[config.mk]
export PLATFORM = sky130hd
export DESIGN_NAME = seq_divider_flat
export DESIGN_NICKNAME = d
export VERILOG_FILES = /design/src/rtl/seq_divider_if.sv /design/src/rtl/seq_divider.sv /design/src/flat_wrapper.sv
export SDC_FILE = /design/constraint.sdc
export NUM_CORES = 1
export LEC_CHECK = 0
export ABC_AREA = 1
export BUFFER_PORTS_ARGS = -buffer_cell sky130_fd_sc_hd__buf_2
export CORE_ASPECT_RATIO = 0.7
export CORE_UTILIZATION = 40
export DETAILED_ROUTE_END_ITERATION = 8
export PLACE_DENSITY_LB_ADDON = 0.1
export SYNTH_ARGS = -nofsm -noshare
export SYNTH_HDL_FRONTEND = slang
export SYNTH_SLANG_ARGS = --single-unit
export TNS_END_PERCENT = 50
[constraint.sdc]
create_clock -name clk -period 2.15 [get_ports clk]
set_input_delay 0.215 -clock clk [delete_from_list [all_inputs] [get_ports clk]]
set_output_delay 0.215 -clock clk [all_outputs]
set_load 0.1 [all_outputs]
[src/rtl/seq_divider_if.sv]
// Start/busy/done handshake and operand/result bundle for seq_divider.
// SEQ_DIVIDER_ABORT_EN adds the abort request line.
interface seq_divider_if #(
  parameter int size = 32
);
  logic            start;
`ifdef SEQ_DIVIDER_ABORT_EN
  logic            abort;
`endif
  logic [size-1:0] dividend;
  logic [size-1:0] divisor;
  logic            busy;
  logic            done;
  logic [size-1:0] quotient;
  logic [size-1:0] remainder;
  logic            div_by_zero;

`ifdef SEQ_DIVIDER_ABORT_EN
  modport master (
    output start, abort, dividend, divisor,
    input  busy, done, quotient, remainder, div_by_zero
  );
  modport slave (
    input  start, abort, dividend, divisor,
    output busy, done, quotient, remainder, div_by_zero
  );
`else
  modport master (
    output start, dividend, divisor,
    input  busy, done, quotient, remainder, div_by_zero
  );
  modport slave (
    input  start, dividend, divisor,
    output busy, done, quotient, remainder, div_by_zero
  );
`endif
endinterface

[src/rtl/seq_divider.sv]
// Multi-cycle unsigned restoring divider: one quotient bit per cycle through a
// single size+1-bit subtract stage. SEQ_DIVIDER_ABORT_EN enables RUN abort.
module seq_divider #(
  parameter int size = 32
) (
  input  logic          clk,
  input  logic          rst_n,
  seq_divider_if.slave  bus
);
  localparam int CW = $clog2(size + 1);

  typedef enum logic [1:0] {
    IDLE = 2'd0,
    RUN  = 2'd1,
    DONE = 2'd2
  } state_t;

  state_t          state_r;
  state_t          state_s;
  logic [size-1:0] q_r;
  logic [size:0]   r_r;
  logic [size-1:0] divisor_r;
  logic [CW-1:0]   cnt_r;
  logic            busy_r;
  logic            done_r;
  logic            dbz_r;
  logic [size-1:0] quotient_r;
  logic [size-1:0] remainder_r;

  logic [size:0]   rs_s;
  logic [size:0]   diff_s;
  logic [size:0]   r_next_s;
  logic [size-1:0] q_next_s;
  logic            borrow_s;
  logic            last_s;
  logic            zero_div_s;
  logic            abort_s;

`ifdef SEQ_DIVIDER_ABORT_EN
  assign abort_s = bus.abort;
`else
  assign abort_s = 1'b0;
`endif

  assign zero_div_s = (bus.divisor == {size{1'b0}});

  // Shared shift/subtract/restore stage for one iteration.
  always_comb begin
    rs_s     = {r_r[size-1:0], q_r[size-1]};
    diff_s   = rs_s - {1'b0, divisor_r};
    borrow_s = diff_s[size];
    if (borrow_s) begin
      r_next_s = rs_s;
    end else begin
      r_next_s = diff_s;
    end
    q_next_s = {q_r[size-2:0], ~borrow_s};
    last_s   = (cnt_r == CW'(1'b1));
  end

  // Next-state logic.
  always_comb begin
    state_s = state_r;
    case (state_r)
      IDLE: begin
        if (bus.start) begin
          if (zero_div_s) begin
            state_s = DONE;
          end else begin
            state_s = RUN;
          end
        end else begin
          state_s = IDLE;
        end
      end
      RUN: begin
        if (abort_s) begin
          state_s = IDLE;
        end else if (last_s) begin
          state_s = DONE;
        end else begin
          state_s = RUN;
        end
      end
      DONE:    state_s = IDLE;
      default: state_s = IDLE;
    endcase
  end

  // State register.
  always_ff @(posedge clk or negedge rst_n) begin
    if (!rst_n) begin
      state_r <= IDLE;
    end else begin
      state_r <= state_s;
    end
  end

  // Operand capture, iteration registers and registered results.
  always_ff @(posedge clk or negedge rst_n) begin
    if (!rst_n) begin
      q_r         <= {size{1'b0}};
      r_r         <= {(size+1){1'b0}};
      divisor_r   <= {size{1'b0}};
      cnt_r       <= {CW{1'b0}};
      busy_r      <= 1'b0;
      done_r      <= 1'b0;
      dbz_r       <= 1'b0;
      quotient_r  <= {size{1'b0}};
      remainder_r <= {size{1'b0}};
    end else begin
      busy_r <= (state_s != IDLE);
      done_r <= (state_s == DONE);
      case (state_r)
        IDLE: begin
          if (bus.start) begin
            if (zero_div_s) begin
              quotient_r  <= {size{1'b1}};
              remainder_r <= bus.dividend;
              dbz_r       <= 1'b1;
            end else begin
              q_r       <= bus.dividend;
              r_r       <= {(size+1){1'b0}};
              divisor_r <= bus.divisor;
              cnt_r     <= CW'(size);
              dbz_r     <= 1'b0;
            end
          end
        end
        RUN: begin
          // Results are published only on the final iteration so they stay stable between dones.
          if (!abort_s) begin
            q_r   <= q_next_s;
            r_r   <= r_next_s;
            cnt_r <= cnt_r - CW'(1'b1);
            if (last_s) begin
              quotient_r  <= q_next_s;
              remainder_r <= r_next_s[size-1:0];
            end
          end
        end
        default: ;
      endcase
    end
  end

  assign bus.busy        = busy_r;
  assign bus.done        = done_r;
  assign bus.quotient    = quotient_r;
  assign bus.remainder   = remainder_r;
  assign bus.div_by_zero = dbz_r;
endmodule

[src/flat_wrapper.sv]
// flat-port wrapper written by rule: the top's interface ports become plain ports
module seq_divider_flat 
#(
  parameter int size = 32
)
  (clk, rst_n, bus_start, bus_dividend, bus_divisor, bus_busy, bus_done, bus_quotient, bus_remainder, bus_div_by_zero);
  seq_divider_if #(.size(size)) bus_i ();
  input  logic clk;
  input  logic rst_n;
  input wire logic [$bits(bus_i.start)-1:0] bus_start;
  input wire logic [$bits(bus_i.dividend)-1:0] bus_dividend;
  input wire logic [$bits(bus_i.divisor)-1:0] bus_divisor;
  output wire logic [$bits(bus_i.busy)-1:0] bus_busy;
  output wire logic [$bits(bus_i.done)-1:0] bus_done;
  output wire logic [$bits(bus_i.quotient)-1:0] bus_quotient;
  output wire logic [$bits(bus_i.remainder)-1:0] bus_remainder;
  output wire logic [$bits(bus_i.div_by_zero)-1:0] bus_div_by_zero;
  assign bus_i.start = bus_start;
  assign bus_i.dividend = bus_dividend;
  assign bus_i.divisor = bus_divisor;
  assign bus_busy = bus_i.busy;
  assign bus_done = bus_i.done;
  assign bus_quotient = bus_i.quotient;
  assign bus_remainder = bus_i.remainder;
  assign bus_div_by_zero = bus_i.div_by_zero;
  seq_divider #(.size(size)) u_core (.clk(clk), .rst_n(rst_n), .bus(bus_i));
endmodule
==> impl_metrics.env <==
export IMPL_post_synth_cell_area_avg_um2=7.29
export IMPL_layout_setup_ws_ns=-0.173
export IMPL_dieArea_um2=27900
export IMPL_worst_pin_slew_ns=0.642
export IMPL_final_layout_size_suffix_gt1_frac=0.323
export IMPL_drtAntennaViolNets=0
export IMPL_critical_path_peak_fanout=7
export IMPL_synth_lib_cells_used_distinct=44
export IMPL_routed_via_count=10200
export IMPL_use_met1=0.348
export IMPL_io_pin_count=134
export IMPL_numClockSinks=171
export IMPL_grt_pass1_wl_um=50900
export IMPL_grt_use_met3=0.0445
export IMPL_first_iter_violations=626
export IMPL_synth_edff_count=0
export IMPL_utilization=0.545
export IMPL_globalRoute_busiestLayer="met2"
export IMPL_finish_cell_count_without_fillers=2174
export IMPL_worst_hold_slack_ns=0.0345
export IMPL_largest_net_degree_at_the_start_of_global_routing=65
export IMPL_clock_root_buffer="clkbuf_16"
export IMPL_nNetsFinal=1900
export IMPL_synthFlopType="dfrtp_1"
export IMPL_hpwlAfterDp_um=24100
export IMPL_remaining_drc_errors=0
export IMPL_clkLatencyLatePin_ns=0.45
export IMPL_fin_worst_skew_ns=0.00880
export IMPL_seq_area_frac_synth=0.393
export IMPL_core_area_um2=26700
export IMPL_io_buffers=133
export IMPL_asyncSetResetFlopFracSynth=1.00
export IMPL_ys_warnings_count=0
export IMPL_crit_path_cell_trace="inv_2 -> ha_4 -> inv_2 -> fa_2 -> nand2_2 -> nand2_2 -> nand3_2 -> nand2_2 -> nand2_2 -> nand2_4 -> nand2_4 -> nand2_4 -> nand2_4 -> nand2_8 -> buf_12 -> nand3_2 -> nand3_2 -> nand2_1 -> inv_1"
export IMPL_first_global_vias=9775
export IMPL_post_synthesis_cell_area_um2=10900
export IMPL_worst_endpoint_arrival_ns=2.67
export IMPL_maximum_single_stage_delay_on_the_critical_path_ns=0.39
export IMPL_criticalPathCategory="reg2reg"
export IMPL_mappedNetlistNets=1596
export IMPL_finalCritPeriodShare=1.08
export IMPL_slew_viol_final=0
export IMPL_globalRoute_totalOverflow=0
export IMPL_post_drt_via_cell_ratio=4.70
export IMPL_clk_transition_reported_paths_ns=0.07
export IMPL_tritoncts_num_buffers=17
export IMPL_worstPathRequired_ns=2.50
export IMPL_outcome="finished, violations left"
export IMPL_cap_violations=0
export IMPL_crit_path_start_kind="register"
export IMPL_slowest_stage="dfrtp_1"
export IMPL_route_detailed_wl_per_inst_um=14.8
export IMPL_areaGrowthSynthToFinish_pct=33.7
export IMPL_synth_seq_cells=171
export IMPL_worst_setup_path_end_kind="register"
export IMPL_violated_checks="negative setup slack"
export IMPL_number_of_cells_in_the_design_after_placement=2132
export IMPL_die_w_um=199
export IMPL_use_met2=0.354
export IMPL_die_height_um=140
export IMPL_gp_congestion=0.958
export IMPL_tritoncts="built"
export IMPL_antenna_fix_cells=0
export IMPL_hold_path_class="in2reg"
export IMPL_htree_num_levels=4
export IMPL_grt_setup_unrepaired="yes"
export IMPL_timing_fmax_mhz=430
export IMPL_post_route_min_period_ns=2.32
export IMPL_setup_viol=65
export IMPL_synthesis_instances=1494
export IMPL_clockBufferDepth=2
export IMPL_rows=50
export IMPL_timing_hold_violations_final=0
export IMPL_totalWireLength_um=32100
export IMPL_initial_core_util=0.408
export IMPL_detail_route_first_pass_iterations=5
export IMPL_timing_max_slew_rel_slack=0.572
export IMPL_grt_antenna_before_repair=0
export IMPL_grtUsageTotal=0.236
## cells in the mapped netlist, types with 6 or more instances
library cell / count / area, µm²
nand2_2: 9 / 56.3
ha_1: 34 / 425
inv_2: 12 / 45.0
buf_2: 19 / 95.1
a31oi_1: 32 / 200
a21oi_1: 32 / 160
o21ai_0: 72 / 360
nor2_1: 118 / 443
or2_2: 33 / 206
inv_1: 280 / 1050
xor2_1: 18 / 158
buf_4: 6 / 45.0
o21ai_1: 10 / 50.1
dfrtp_1: 171 / 4280
clkbuf_1: 16 / 60.1
nand4_1: 10 / 62.6
nor3_1: 11 / 55.1
nand3_2: 63 / 631
nand2_1: 408 / 1530
nand3_1: 93 / 465
## cell families (layout without fill, tap and decap cells)
| family | count (synthesis) | in the layout | share of synthesized area |
|---|---|---|---|
| and+or+nand+nor | 768 | 769 | 0.337 |
| AOI/OAI and AO/OA | 155 | 155 | 0.0779 |
| DFF | 171 | 171 | 0.393 |
| xor gates and xnor gates | 18 | 18 | 0.0145 |
| muxes | 1 | 1 | 0.00103 |
| buffers and inverters | 346 | 661 | 0.136 |
| adders and majority gates | 35 | 35 | 0.0409 |
## cell usage in the layout (no fill, tap or decap), types with 4 or more instances in the layout
cell	instances
dfrtp_1	171
clkbuf_16	19
buf_12	18
and2_1	5
a21oi_2	5
or2_2	33
buf_2	132
ha_4	12
clkinvlp_4	5
inv_1	277
nand2_4	6
o21ai_0	72
inv_2	16
nand3_1	55
xor2_1	17
nand3_2	87
ha_1	21
a21oi_1	28
nand2_2	28
o21ai_1	10
nor2_1	115
nand3_4	15
nor2_2	5
a31oi_1	32
nand2_1	389
buf_4	181
nand4_1	10
nor4_1	4
nor3_1	9
## cell type report
cell class	instances	area, µm²
fill	2620	12200
multi-input combinational	978	5690
sequential	171	4280
timing repair buffer	337	2470
inverter	293	1100
clock buffer	20	457
tap	364	455
clock inverter	11	110
## critical path: cells and delay by family (launching register included)
kind / cells / cell delay [ns]
flops: 1 / 0.39
simple gates: 13 / 1.06
buf+inv: 4 / 0.33
fa+ha+maj: 2 / 0.46
## metrics by stage
| step | TNS [ns] | worst slack [ns] | cell area [µm²] |
|---|---|---|---|
| 2_1_floorplan | 0 | 0.0119 | 10900 |
| 3_3_place_gp | -6.19 | -0.232 | 13300 |
| 3_5_place_dp | -10.05 | -0.274 | 13300 |
| 4_1_cts | -2.84 | -0.111 | 14000 |
| 5_1_grt | -14.50 | -0.303 | 14600 |
| 6_report | -6.35 | -0.173 | 14600 |
## sequential cells by signal, summed over array words and instances (netlist names)
register	cells
u_core.bus.quotient	32
u_core.bus.remainder	32
u_core.divisor_r	32
u_core.q_r	32
u_core.r_r	32
u_core.cnt_r	6
u_core.state_r	2
u_core.bus.busy	1
u_core.bus.div_by_zero	1
u_core.bus.done	1
## what timing repair did
| action | 4_1_cts | 5_1_grt |
|---|---|---|
| resized for setup | 26 | 72 |
| hold buffers | 1 | 0 |
| endpoints found under the setup margin | 64 | 66 |
| hold endpoints to repair | 135 | 0 |
| pin swaps | 7 | 21 |
| gates cloned | 0 | 3 |
| setup buffers | 2 | 5 |
## final timing paths
check                                      from                        to  slack [ns]  depth (start not counted)
max in group asynchronous                 rst_n             u_core.r_r[6]        1.23                          3
min reg2reg                u_core.divisor_r[18]      u_core.divisor_r[18]        0.49                          2
min                             bus_divisor[18]      u_core.divisor_r[18]        0.03                          3
max                              u_core.q_r[31]  u_core.bus.remainder[13]       -0.17                         19
max reg2reg                      u_core.q_r[31]  u_core.bus.remainder[13]       -0.17                         19
min in group asynchronous                 rst_n      u_core.divisor_r[26]        0.18                          2
## per-layer routing
metal  wire (µm)  share of wire  vias up
li1            -              -     5218
met2       14000           0.44      232
met4         300         0.0093        0
met3        1530          0.048       25
met1       16200           0.51     4746
met5           0              0        -
Power is left out: the tool's default activity adds up to more than one toggle a clock period on the data nets, which glitch-free logic cannot reach.
